## src/rtl/seg7_pkg.sv

```systemverilog
// Shared definitions for the score seven-segment scanner.
//   - Glyph constants, active-low {g,f,e,d,c,b,a}
//   - Digit-select state enum (one state per displayed digit)
//   - Active-low anode patterns and small helpers for the scan sequence
package seg7_pkg;

    localparam logic [6:0] SEG_0     = 7'b1000000;
    localparam logic [6:0] SEG_1     = 7'b1111001;
    localparam logic [6:0] SEG_2     = 7'b0100100;
    localparam logic [6:0] SEG_3     = 7'b0110000;
    localparam logic [6:0] SEG_4     = 7'b0011001;
    localparam logic [6:0] SEG_5     = 7'b0010010;
    localparam logic [6:0] SEG_6     = 7'b0000010;
    localparam logic [6:0] SEG_7     = 7'b1111000;
    localparam logic [6:0] SEG_8     = 7'b0000000;
    localparam logic [6:0] SEG_9     = 7'b0010000;
    localparam logic [6:0] SEG_DASH  = 7'b0111111;
    localparam logic [6:0] SEG_BLANK = 7'b1111111;

    typedef enum logic [1:0] {
        DIG0 = 2'd0,
        DIG1 = 2'd1,
        DIG2 = 2'd2,
        DIG3 = 2'd3
    } dig_e;

    localparam logic [3:0] AN_OFF  = 4'b1111;
    localparam logic [3:0] AN_DIG0 = 4'b1110;
    localparam logic [3:0] AN_DIG1 = 4'b1101;
    localparam logic [3:0] AN_DIG2 = 4'b1011;
    localparam logic [3:0] AN_DIG3 = 4'b0111;

    // Scan order wraps from the thousands digit back to the units digit.
    function automatic dig_e next_dig(input dig_e d);
        case (d)
            DIG0:    return DIG1;
            DIG1:    return DIG2;
            DIG2:    return DIG3;
            default: return DIG0;
        endcase
    endfunction

    function automatic logic [3:0] dig_anode(input dig_e d);
        case (d)
            DIG0:    return AN_DIG0;
            DIG1:    return AN_DIG1;
            DIG2:    return AN_DIG2;
            default: return AN_DIG3;
        endcase
    endfunction

endpackage

```

## src/rtl/seg7_glyph.sv

```systemverilog
// Combinational BCD nibble to seven-segment glyph decoder.
// Ports:
//   nibble_i  in  4  BCD digit value; values above 9 render as a dash
//   blank_i   in  1  force an all-off glyph (used for leading-zero blanking)
//   seg_o     out 7  {g,f,e,d,c,b,a}, active-low
module seg7_glyph
    import seg7_pkg::*;
(
    input  logic [3:0] nibble_i,
    input  logic       blank_i,
    output logic [6:0] seg_o
);

    always_comb begin
        seg_o = SEG_DASH;
        if (blank_i) begin
            seg_o = SEG_BLANK;
        end else begin
            case (nibble_i)
                4'd0:    seg_o = SEG_0;
                4'd1:    seg_o = SEG_1;
                4'd2:    seg_o = SEG_2;
                4'd3:    seg_o = SEG_3;
                4'd4:    seg_o = SEG_4;
                4'd5:    seg_o = SEG_5;
                4'd6:    seg_o = SEG_6;
                4'd7:    seg_o = SEG_7;
                4'd8:    seg_o = SEG_8;
                4'd9:    seg_o = SEG_9;
                default: seg_o = SEG_DASH;
            endcase
        end
    end

endmodule

```

## src/rtl/score_seg7_scan.sv

```systemverilog
// Time-multiplexed driver for a 4-digit common-anode seven-segment display
// showing a packed-BCD score. One digit is selected per dwell period; the
// first BLANK_CYCLES of each dwell keep all anodes off to suppress ghosting.
// The score is captured once per frame so a mid-frame update never tears.
// Ports:
//   CLK         in  1   system clock, rising edge
//   RST_N       in  1   synchronous active-low reset
//   bcdScore    in  16  packed BCD score, nibble k = digit k
//   seg         out 7   {g,f,e,d,c,b,a}, active-low
//   dp          out 1   decimal point, active-low, held off
//   an          out 4   digit anodes, active-low one-hot
//   frame_tick  out 1   pulses for one cycle when a new snapshot is taken
module score_seg7_scan
    import seg7_pkg::*;
#(
    parameter int DWELL        = 100000,
    parameter int BLANK_CYCLES = 1000,
    parameter int LZ_BLANK     = 1
) (
    input  logic        CLK,
    input  logic        RST_N,
    input  logic [15:0] bcdScore,
    output logic [6:0]  seg,
    output logic        dp,
    output logic [3:0]  an,
    output logic        frame_tick
);

    localparam int            CW        = $clog2(DWELL);
    localparam logic [CW-1:0] CNT_LAST  = CW'(DWELL - 1);
    localparam logic [CW-1:0] CNT_BLANK = CW'(BLANK_CYCLES);

    dig_e          state_q, state_d;
    logic [CW-1:0] cnt_q,   cnt_d;
    logic [15:0]   snap_q,  snap_d;
    logic [6:0]    seg_q,   seg_d;
    logic [3:0]    an_q,    an_d;
    logic          tick_q,  tick_d;

    logic [3:0]    cur_nib;
    logic          cur_lz;
    logic [6:0]    cur_glyph;

    // Current digit and whether it is a leading zero: the digit and every
    // higher digit are zero. Digit 0 never counts, so a zero score shows "0".
    always_comb begin
        cur_nib = snap_q[3:0];
        cur_lz  = 1'b0;
        case (state_q)
            DIG1: begin
                cur_nib = snap_q[7:4];
                cur_lz  = (snap_q[15:4] == 12'h000);
            end
            DIG2: begin
                cur_nib = snap_q[11:8];
                cur_lz  = (snap_q[15:8] == 8'h00);
            end
            DIG3: begin
                cur_nib = snap_q[15:12];
                cur_lz  = (snap_q[15:12] == 4'h0);
            end
            default: begin
                cur_nib = snap_q[3:0];
                cur_lz  = 1'b0;
            end
        endcase
    end

    seg7_glyph u_glyph (
        .nibble_i (cur_nib),
        .blank_i  ((LZ_BLANK != 0) && cur_lz),
        .seg_o    (cur_glyph)
    );

    always_comb begin
        state_d = state_q;
        cnt_d   = cnt_q + CW'(1);
        if (cnt_q == CNT_LAST) begin
            cnt_d   = '0;
            state_d = next_dig(state_q);
        end

        // Frame start: capture the score. The output at this edge is in the
        // blank window, so the stale snapshot is never displayed.
        snap_d = snap_q;
        tick_d = 1'b0;
        if ((state_q == DIG0) && (cnt_q == '0)) begin
            snap_d = bcdScore;
            tick_d = 1'b1;
        end

        // A blanked leading zero still drives its anode so every digit gets
        // the same duty cycle.
        if (cnt_q < CNT_BLANK) begin
            an_d  = AN_OFF;
            seg_d = SEG_BLANK;
        end else begin
            an_d  = dig_anode(state_q);
            seg_d = cur_glyph;
        end
    end

    always_ff @(posedge CLK) begin
        if (!RST_N) begin
            state_q <= DIG0;
            cnt_q   <= '0;
            snap_q  <= 16'h0000;
            seg_q   <= SEG_BLANK;
            an_q    <= AN_OFF;
            tick_q  <= 1'b0;
        end else begin
            state_q <= state_d;
            cnt_q   <= cnt_d;
            snap_q  <= snap_d;
            seg_q   <= seg_d;
            an_q    <= an_d;
            tick_q  <= tick_d;
        end
    end

    assign seg        = seg_q;
    assign an         = an_q;
    assign frame_tick = tick_q;
    assign dp         = 1'b1;

endmodule

```

## config.mk

```make
export PLATFORM = sky130hd
export DESIGN_NAME = score_seg7_scan
export DESIGN_NICKNAME = d
export VERILOG_FILES = /design/src/rtl/seg7_pkg.sv /design/src/rtl/seg7_glyph.sv /design/src/rtl/score_seg7_scan.sv
export SDC_FILE = /design/constraint.sdc
export NUM_CORES = 1
export LEC_CHECK = 0
export CAP_MARGIN = 20
export CORE_ASPECT_RATIO = 0.7
export CORE_MARGIN = 5
export CORE_UTILIZATION = 54
export CTS_CLUSTER_DIAMETER = 80
export DETAILED_ROUTE_END_ITERATION = 8
export GPL_TIMING_DRIVEN = 0
export PLACE_DENSITY = 0.86
export RECOVER_POWER = 50
export SYNTH_ARGS = -nofsm -noshare
export SYNTH_HDL_FRONTEND = slang
export SYNTH_SLANG_ARGS = --single-unit
```

## constraint.sdc

```tcl
create_clock -name CLK -period 2.3 [get_ports CLK]
set_clock_uncertainty 0.1 [all_clocks]
set_input_delay 0.345 -clock CLK [delete_from_list [all_inputs] [get_ports CLK]]
set_output_delay 0.345 -clock CLK [all_outputs]
set_load 0.02 [all_outputs]
```

==> results of run 1 <==
registers in the layout, indices dropped and copies added, names as in the netlist:
signal	flops
state_q	2
seg	7
snap_q	16
an	4
frame_tick	1
cnt_q	17
worst min-delay path by stage:
stage                    from   endpoint  slack (ns)  cells after the start
detailed placement  snap_q[0]  snap_q[0]        0.37                      2
global placement     cnt_q[0]   cnt_q[0]        0.36                      1
finish              snap_q[0]  snap_q[0]        0.38                      2
global route        snap_q[0]  snap_q[0]        0.41                      2
floorplan            cnt_q[0]   cnt_q[0]        0.34                      1
CTS                 snap_q[0]  snap_q[0]        0.38                      2
critical path: cells and delay by family (launching register included):
family	cells	cell delay (ns)
adders and majority gates	2	0.46
AOI/OAI and AO/OA	2	0.47
DFF	1	0.40
and+or+nand+nor	1	0.18
muxes	1	0.24
buffers and inverters	2	0.24
stage by stage:
stage,setup TNS (ns),power [uW],worst slack (ns),instances,hold slack (ns)
5_1_grt,-0.00164,1670,-0.00164,348,0.409
3_3_place_gp,0,1080,0.119,338,0.356
4_1_cts,0,1590,0.0170,346,0.380
3_5_place_dp,0,1090,0.0619,338,0.368
2_1_floorplan,0,1020,0.357,257,0.341
6_report,0,1580,0.101,348,0.383
final cells by class:
class | instances | area share
plain buffers | 14 | 0.0375
clock buffers | 5 | 0.0251
repair buffers | 32 | 0.114
flip-flops and latches | 47 | 0.344
inverters | 13 | 0.0178
well taps | 52 | 0.0238
multi-input cells | 182 | 0.430
clock inverters | 3 | 0.00732
per-layer routing:
metal | up-vias | wire length [um]
met5 | - | 0
met4 | 0 | 76
met3 | 10 | 354
met2 | 67 | 2340
met1 | 915 | 2470
li1 | 997 | -
placed cells by master, fill, tap and decap left out, types with 2 or more instances in the layout:
cell type / count
a222oi_1: 4
xnor2_1: 8
and3b_1: 2
nor4_1: 6
nand2_1: 10
ha_2: 2
buf_4: 4
mux2_2: 2
nand3_1: 25
nor2_1: 19
o211ai_1: 3
clkbuf_8: 5
inv_1: 12
nor3_1: 8
buf_6: 3
a21oi_1: 20
mux2i_1: 2
dlygate4sd3_1: 12
xor2_1: 6
nand4_1: 10
clkinvlp_4: 2
clkbuf_1: 3
or3_1: 2
o21ai_0: 23
clkdlybuf4s50_1: 17
dfxtp_1: 47
and4_1: 4
clkbuf_2: 2
buf_2: 4
ha_1: 8
a211oi_1: 3
power by group through the flow:
stage          Sequential, uW  Combinational, uW  Clock (uW)
2_1_floorplan             882                138           0
3_3_place_gp              885                198           0
3_5_place_dp              887                204           0
4_1_cts                   868                205         516
5_1_grt                   873                239         557
6_report                  869                214         500
synth_stat cells, drive strengths merged (2+ instances only):
cell    number  area (sq um)
xor2         6          52.6
or3          2          12.5
and2         2          12.5
buf          9          81.3
o211ai       3          22.5
and3b        2          17.5
nand2       10          37.5
a222oi       4          40.0
clkbuf       6          23.8
a211oi       3          22.5
nand4       10          62.6
a21oi       20           100
nor2        19          71.3
inv         12          45.0
nor4         7          58.8
and4         4          35.0
xnor2        8          70.1
mux2i        3          30.0
dfxtp       47           941
nand3       26           135
ha          10           125
o21ai       24           124
nor3         8          40.0
mux2         3          33.8
kinds of logic (layout without fill, tap and decap cells):
kind of cell | Yosys count | after routing | synth area share
multiplexers | 6 | 6 | 0.0282
buffers and inverters | 28 | 67 | 0.0681
AO/OA/AOI/OAI | 58 | 58 | 0.152
adder cells (fa/ha/maj) | 10 | 10 | 0.0554
AND/OR/NAND/NOR | 93 | 93 | 0.224
XOR/XNOR | 14 | 14 | 0.0543
other | 1 | 1 | 0.00166
flip-flops | 47 | 47 | 0.416
timing repair:
| action | in CTS | in global routing |
|---|---|---|
| resized for setup | 0 | 6 |
| endpoints found under the setup margin | 0 | 7 |
| buffers inserted | 0 | 3 |
| hold endpoints to repair | 0 | 0 |
==> results.py, run 1 <==
metrics = {
    "synth": {
        "ys_ff_latch": 47,
        "syn_inst": 257,
        "yosysWarnings": 0,
        "synth_edf_count": 0,
        "syn_area_sq_um": 2260,
        "syn_area_per_cell_sq_um": 8.79,
        "syn_nets": 285,
        "synth_seq_area_share": 0.416,
        "ys.flop_type": "dfxtp_1",
        "synth_cell_type_count": 40,
        "async_flop_share": 0,
    },
    "die": {
        "design.die.area_sq_um": 5600,
        "rows": 19,
        "core_area_sq_um": 3970,
        "ioPinCount": 31,
        "start_util": 0.569,
        "die_height_um": 64.1,
        "fp.dieW_um": 87.3,
    },
    "grt": {
        "antenna_found_initial": 0,
        "top_usage_layer": "met2",
        "grt_pass1_vias": 1770,
        "grt_pass1_wl_mm": 8.65,
        "grtUsageMet3": 0.0526,
        "grt_usage": 0.197,
        "grt_overflow": 0,
        "met1_usage": 0.274,
        "met2_usage": 0.289,
        "grt_start_max_net_pins": 16,
    },
    "final_layout": {
        "final_core_util": 0.689,
        "stdcell_area_sq_um": 2740,
        "fin_nets": 323,
        "area.sequential_sq_um": 941,
        "area_growth_pct": 21.1,
        "drive_above_1_share": 0.105,
        "multi_input_area_sq_um": 1180,
        "fillers": 314,
        "num_antenna_cells": 0,
    },
    "setup_path": {
        "crit_path_start": "state_q[1]",
        "reg2reg_to": "seg[5]",
        "cpMaxStageDelayCell": "dfxtp_1",
        "worstSetupStartpointType": "flip-flop",
        "worst_ep_arrival_time_ns": 2.29,
        "rrSetupSlack_ns": 0.10,
        "r2r_cells": 8,
        "cpMostUsedCell": "inv_1",
        "path_class": "reg -> reg",
        "slowest_delay_ns": 0.40,
        "end_kind": "flip-flop",
        "required_ns": 2.39,
        "endpoint": "seg[5]",
        "path_cells": "inv_1, ha_2, a222oi_1, mux2_4, inv_1, ha_1, nor3_1, o21ai_0",
        "timing.rr.start": "state_q[1]",
        "critical_path.max_fanout": 8,
    },
    "placed_design": {
        "gp_congestion": 0.851,
        "port_buffers": 29,
        "place_area_sq_um": 2620,
        "dp_hpwl_mm": 3.75,
    },
    "clocking": {
        "cts_buffer_depth": 2,
        "clk_latency_ns": 0.31,
        "ctsHoldBuffers": 0,
        "clockRootBuffer": "clkbuf_8",
        "path_clk_slew_ns": 0.09,
        "clock_sinks": 47,
        "cts_buffers": 5,
        "cts_htree_levels": 2,
        "cts_tree": "done",
    },
    "detailed_routing": {
        "ant_nets": 0,
        "viasPerCell": 5.72,
        "firstDrtPassIters": 4,
        "first_iter_violations": 232,
        "wire_per_inst_um": 15.1,
        "drt_wl_total_mm": 5.24,
        "via_count": 1989,
        "drc_errors": 0,
    },
    "timing": {
        "tightest_slew_ns": 0.530,
        "slew_headroom": 0.636,
        "hold_violations": 0,
        "fin_crit_sh": 0.956,
        "slew_viol_final": 0,
        "setup_viol_count_final": 0,
        "min_period_ns": 2.20,
        "max_freq_mhz": 455,
    },
    "power": {
        "p_seq_frac": 0.549,
        "clkPwrFrac": 0.316,
        "intPower_uw": 1160,
        "switching_share": 0.268,
        "ir_drop_uv": 391,
        "power_leakage_uw": 0.000968,
        "pwr_density_cell_nw_per_um2": 579,
        "pwr-share-comb": 0.135,
        "switchingPower_uw": 424,
    },
    "worst_hold_path": {
        "min_path_type": "reg -> reg",
    },
    "run": {
        "maxCapViolCount": 0,
    },
    "status": {
        "status": "complete, no violations",
    },
}
Power figures use the tool's default switching activity.
==> run 2: changes to the inputs <==
--- a/config.mk
+++ b/config.mk
@@ -8,11 +8,11 @@
 export CAP_MARGIN = 20
 export CORE_ASPECT_RATIO = 0.7
 export CORE_MARGIN = 5
-export CORE_UTILIZATION = 54
+export CORE_UTILIZATION = 35
 export CTS_CLUSTER_DIAMETER = 80
 export DETAILED_ROUTE_END_ITERATION = 8
 export GPL_TIMING_DRIVEN = 0
-export PLACE_DENSITY = 0.86
+export PLACE_DENSITY = 0.62
 export RECOVER_POWER = 50
 export SYNTH_ARGS = -nofsm -noshare
 export SYNTH_HDL_FRONTEND = slang
==> run 2 against run 1 <==
Net effect:
- first-iteration DRC count fell by 39%
- power fell by 0.21%
- critical endpoint is now seg[0]
- global-route usage shrank 7.2 points
- critical path depth unchanged
- final cell count increased by 6.9%
- clock power barely moved
- via count shrank 0.96%
- sequential power about the same
==> results.py, run 2 (synthesized netlist as in run 1, its figures left out) <==
metrics = {
    "final_layout": {
        "largest-register": "cnt_q",
        "multi_input_area_sq_um": 1180,
        "area_growth_pct": 22.0,
        "fillers": 630,
        "fin_nets": 322,
        "area.sequential_sq_um": 943,
        "final_cells": 372,
        "final_common_cell": "dfxtp_1",
        "final_cell_mix": "dfxtp_1, nand3_1, o21ai_0",
        "num_antenna_cells": 0,
        "largest_reg_flops": 17,
        "drive_above_1_share": 0.0986,
        "stdcell_area_sq_um": 2760,
    },
    "power": {
        "power_leakage_uw": 0.000964,
        "switching_share": 0.252,
        "pwr-share-comb": 0.133,
        "pwr_density_cell_nw_per_um2": 573,
        "intPower_uw": 1180,
        "p_total_uw": 1580,
        "p_seq_frac": 0.549,
        "ir_drop_uv": 294,
        "switchingPower_uw": 398,
        "clkPwrFrac": 0.319,
    },
    "worst_hold_path": {
        "min_path_type": "reg -> reg",
    },
    "detailed_routing": {
        "firstDrtPassIters": 4,
        "via_count": 1970,
        "drc_errors": 0,
        "first_iter_violations": 141,
        "drt_wl_total_mm": 5.07,
        "ant_nets": 0,
        "viasPerCell": 5.30,
        "wire_per_inst_um": 13.6,
    },
    "die": {
        "die_height_um": 77.2,
        "design.die.area_sq_um": 8190,
        "rows": 24,
        "ioPinCount": 31,
        "fp.dieW_um": 106,
        "start_util": 0.362,
        "core_area_sq_um": 6250,
    },
    "timing": {
        "slew_headroom": 0.657,
        "whs_ns": 0.378,
        "setup_viol_count_final": 0,
        "slew_viol_final": 0,
        "max_freq_mhz": 457,
        "hold_violations": 0,
        "tightest_slew_ns": 0.500,
        "min_period_ns": 2.19,
        "fin_crit_sh": 0.951,
        "setup_ws_ns": 0.113,
    },
    "grt": {
        "grt_overflow": 0,
        "antenna_found_initial": 0,
        "grt_pass1_vias": 1709,
        "grt_usage": 0.125,
        "grt_start_max_net_pins": 14,
        "grt_pass1_wl_mm": 8.34,
    },
    "clocking": {
        "cts_tree": "done",
        "clockRootBuffer": "clkbuf_8",
        "cts_buffer_depth": 2,
        "cts_htree_levels": 2,
        "path_clk_slew_ns": 0.08,
        "cts_buffers": 5,
        "clock_sinks": 47,
        "clk_latency_ns": 0.30,
    },
    "setup_path": {
        "required_ns": 2.38,
        "path_class": "reg -> reg",
        "critical_path.max_fanout": 8,
        "worstSetupStartpointType": "flip-flop",
        "worst_ep_arrival_time_ns": 2.27,
        "end_kind": "flip-flop",
    },
    "placed_design": {
        "place_area_sq_um": 2650,
        "dp.cells": 364,
        "pre_cts_slack_ns": 0.00441,
        "gp_congestion": 0.762,
        "dp_hpwl_mm": 3.83,
        "port_buffers": 29,
    },
    "status": {
        "status": "complete, no violations",
    },
    "run": {
        "maxCapViolCount": 0,
    },
}
## run 2: timing repair
action / in CTS / in global routing
hold buffers: 0 / 0
pin swaps: 0 / 1
buffers inserted: 0 / 1
endpoints found under the setup margin: 1 / 8
gates resized for setup: 1 / 5
## run 2: critical path: stages (launching register included)
cell	delay (ns)
dfxtp_2	0.36
ha_1	0.15
clkbuf_1	0.31
a222oi_1	0.14
mux2i_2	0.38
inv_1	0.13
ha_1	0.20
o21ai_0	0.19
nand4_1	0.11
## run 2: cell type report
cell class / instances / area share
multi-input combinational: 182 / 0.427
sequential: 47 / 0.342
timing repair buffer: 30 / 0.108
buffer: 15 / 0.0381
tap: 78 / 0.0354
clock buffer: 6 / 0.0299
inverter: 13 / 0.0177
clock inverter: 1 / 0.00181
## run 2: routing by layer
layer	wire length (um)	part of all wire	GRT usage	up-vias
li1	-	-	-	996
met1	2640	0.52	0.188	897
met2	1990	0.39	0.169	70
met3	405	0.080	0.0403	7
met4	45	0.0089	0.0310	0
met5	0	0	0	-
## run 2: path summary, 6_finish.rpt
path / slack, ns / to / depth (start not counted) / start
worst min register to register: 0.38 / snap_q[3] / 2 / snap_q[3]
worst max-delay path: 0.11 / seg[0] / 8 / state_q[0]
worst max register to register: 0.11 / seg[0] / 8 / state_q[0]
worst min-delay path: 0.38 / snap_q[3] / 2 / snap_q[3]
## run 2: metrics by stage
step | TNS [ns] | utilization
2_1_floorplan | 0 | -
3_3_place_gp | 0 | 0.424
3_5_place_dp | 0 | 0.424
4_1_cts | 0 | 0.439
5_1_grt | -0.0354 | 0.442
6_report | 0 | 0.442
## run 2: power by group through the flow
stage / Sequential, uW / Clock (uW) / Combinational [uW]
finish: 867 / 503 / 210
global route: 871 / 551 / 234
detailed placement: 886 / 0 / 205
CTS: 867 / 520 / 207
floorplan: 882 / 0 / 138
global placement: 886 / 0 / 203
==> run 3: changes to the inputs <==
--- a/config.mk
+++ b/config.mk
@@ -6,13 +6,15 @@
 export NUM_CORES = 1
 export LEC_CHECK = 0
 export CAP_MARGIN = 20
+export CELL_PAD_IN_SITES_DETAIL_PLACEMENT = 1
+export CELL_PAD_IN_SITES_GLOBAL_PLACEMENT = 2
 export CORE_ASPECT_RATIO = 0.7
 export CORE_MARGIN = 5
-export CORE_UTILIZATION = 35
+export CORE_UTILIZATION = 33
 export CTS_CLUSTER_DIAMETER = 80
 export DETAILED_ROUTE_END_ITERATION = 8
 export GPL_TIMING_DRIVEN = 0
-export PLACE_DENSITY = 0.62
+export PLACE_DENSITY = 0.86
 export RECOVER_POWER = 50
 export SYNTH_ARGS = -nofsm -noshare
 export SYNTH_HDL_FRONTEND = slang
==> run 3 against run 2 <==
Net effect:
- global-route usage up 1.9 points
- combinational power rose by 9%
- final cell count grew 5.4%
- critical endpoint is now seg[1]
- count of clock-buffer cells in the layout stayed put
- sequential power barely moved
- first-iteration DRC count decreased by 64%
- critical path depth down 2
- setup slack improved by 0.076 ns
==> results.py, run 3 (synthesized netlist as in run 1, its figures left out) <==
metrics = {
    "timing": {
        "slew_viol_final": 0,
        "min_period_ns": 2.11,
        "slew_headroom": 0.634,
        "max_freq_mhz": 474,
        "fin_crit_sh": 0.918,
        "hold_violations": 0,
        "tightest_slew_ns": 0.549,
        "rsz0062_at_grt": "false",
        "whs_ns": 0.385,
        "setup_viol_count_final": 0,
    },
    "placed_design": {
        "dp_hpwl_mm": 4.36,
        "dp.cells": 380,
        "gp_congestion": 0.748,
        "port_buffers": 29,
    },
    "setup_path": {
        "worst_ep_arrival_time_ns": 2.19,
        "worstSetupStartpointType": "flip-flop",
        "critical_path.max_fanout": 7,
        "end_kind": "flip-flop",
        "required_ns": 2.38,
        "path_class": "reg -> reg",
        "rrSetupSlack_ns": 0.19,
    },
    "die": {
        "fp.dieW_um": 109,
        "design.die.area_sq_um": 8630,
        "die_height_um": 79.2,
        "ioPinCount": 31,
        "rows": 25,
        "core_area_sq_um": 6690,
        "start_util": 0.338,
    },
    "clocking": {
        "ctsHoldBuffers": 0,
        "clock_sinks": 47,
        "path_clk_slew_ns": 0.09,
        "cts_buffers": 5,
        "cts_buffer_depth": 2,
        "clockRootBuffer": "clkbuf_8",
        "cts_htree_levels": 2,
        "cts_tree": "done",
        "clk_latency_ns": 0.30,
    },
    "final_layout": {
        "final_cell_mix": "dfxtp_1, nand3_1, o21ai_0",
        "fillers": 798,
        "num_antenna_cells": 0,
        "largest_reg_flops": 17,
        "area_growth_pct": 26.3,
        "final_common_cell": "dfxtp_1",
        "largest-register": "cnt_q",
        "final_cells": 392,
        "fin_nets": 325,
        "drive_above_1_share": 0.111,
    },
    "grt": {
        "grt_pass1_vias": 1968,
        "grt_usage": 0.144,
        "grt_pass1_wl_mm": 9.79,
        "grt_overflow": 0,
        "antenna_found_initial": 0,
        "grt_start_max_net_pins": 15,
    },
    "detailed_routing": {
        "first_iter_violations": 51,
        "viasPerCell": 5.04,
        "firstDrtPassIters": 4,
        "drc_errors": 0,
        "drt_wl_total_mm": 5.87,
        "ant_nets": 0,
        "via_count": 1976,
        "wire_per_inst_um": 15.0,
    },
    "power": {
        "ir_drop_uv": 379,
        "pwr_density_cell_nw_per_um2": 635,
        "power_leakage_uw": 0.00101,
    },
    "status": {
        "status": "complete, no violations",
    },
    "run": {
        "maxCapViolCount": 0,
    },
    "worst_hold_path": {
        "min_path_type": "reg -> reg",
    },
}
run 3: changes by cell type in the layout (fill, tap and decap cells not counted), sizes merged:
cell,before,now
buf,10,14
bufinv,0,2
clkbuf,12,11
clkinv,2,1
run 3: final cells by class:
cell class              count  area [sq um]  area share
clock inverters             2          60.1      0.0210
inverters                  13          48.8      0.0171
well taps                  94           118      0.0412
repair buffers             34           328       0.115
multi-input cells         182          1180       0.414
flip-flops and latches     47           943       0.331
plain buffers              14           103      0.0359
clock buffers               6          72.6      0.0254
run 3: per-layer routing:
layer | vias up | GRT usage | wire (um)
met2 | 30 | 0.204 | 2470
met3 | 5 | 0.0333 | 199
met5 | - | 0 | 0
met1 | 940 | 0.218 | 3150
li1 | 1001 | - | -
met4 | 0 | 0.0340 | 49
run 3: critical path: stages (launching register included):
cell and delay, ns:
dfxtp_2 0.36, inv_1 0.08, ha_2 0.23, a222oi_1 0.49, mux2i_1 0.29, o21ai_0 0.30, o211ai_1 0.13
run 3: path summary, 6_finish.rpt:
check	from	end	cells past startpoint
worst min register to register	snap_q[2]	snap_q[2]	2
worst min-delay path	snap_q[2]	snap_q[2]	2
worst max-delay path	state_q[1]	seg[1]	6
worst max register to register	state_q[1]	seg[1]	6
run 3: repair_timing:
action,CTS,global route
buffers inserted,0,5
gates resized for setup,2,7
pin swaps,0,1
endpoints found under the setup margin,4,25
run 3: report_power, final:
| part | leakage (uW) | internal (uW) | total, uW | switching (uW) |
|---|---|---|---|---|
| Clock | 0.0000654 | 435 | 715 | 280 |
| Combinational | 0.000561 | 111 | 228 | 117 |
| Sequential | 0.000384 | 845 | 869 | 23.5 |
run 3: metrics by stage:
stage	TNS [ns]	total power (uW)	cell area, sq um	setup WS (ns)	utilization
after detailed placement	-0.130	1100	2670	-0.0467	0.399
final	0	1810	2850	0.189	0.426
after CTS	0	1820	2810	0.0254	0.419
after global placement	0	1090	2670	0.00973	0.399
after floorplan	0	1020	2260	0.357	-
after global routing	0	1900	2850	0.0355	0.426
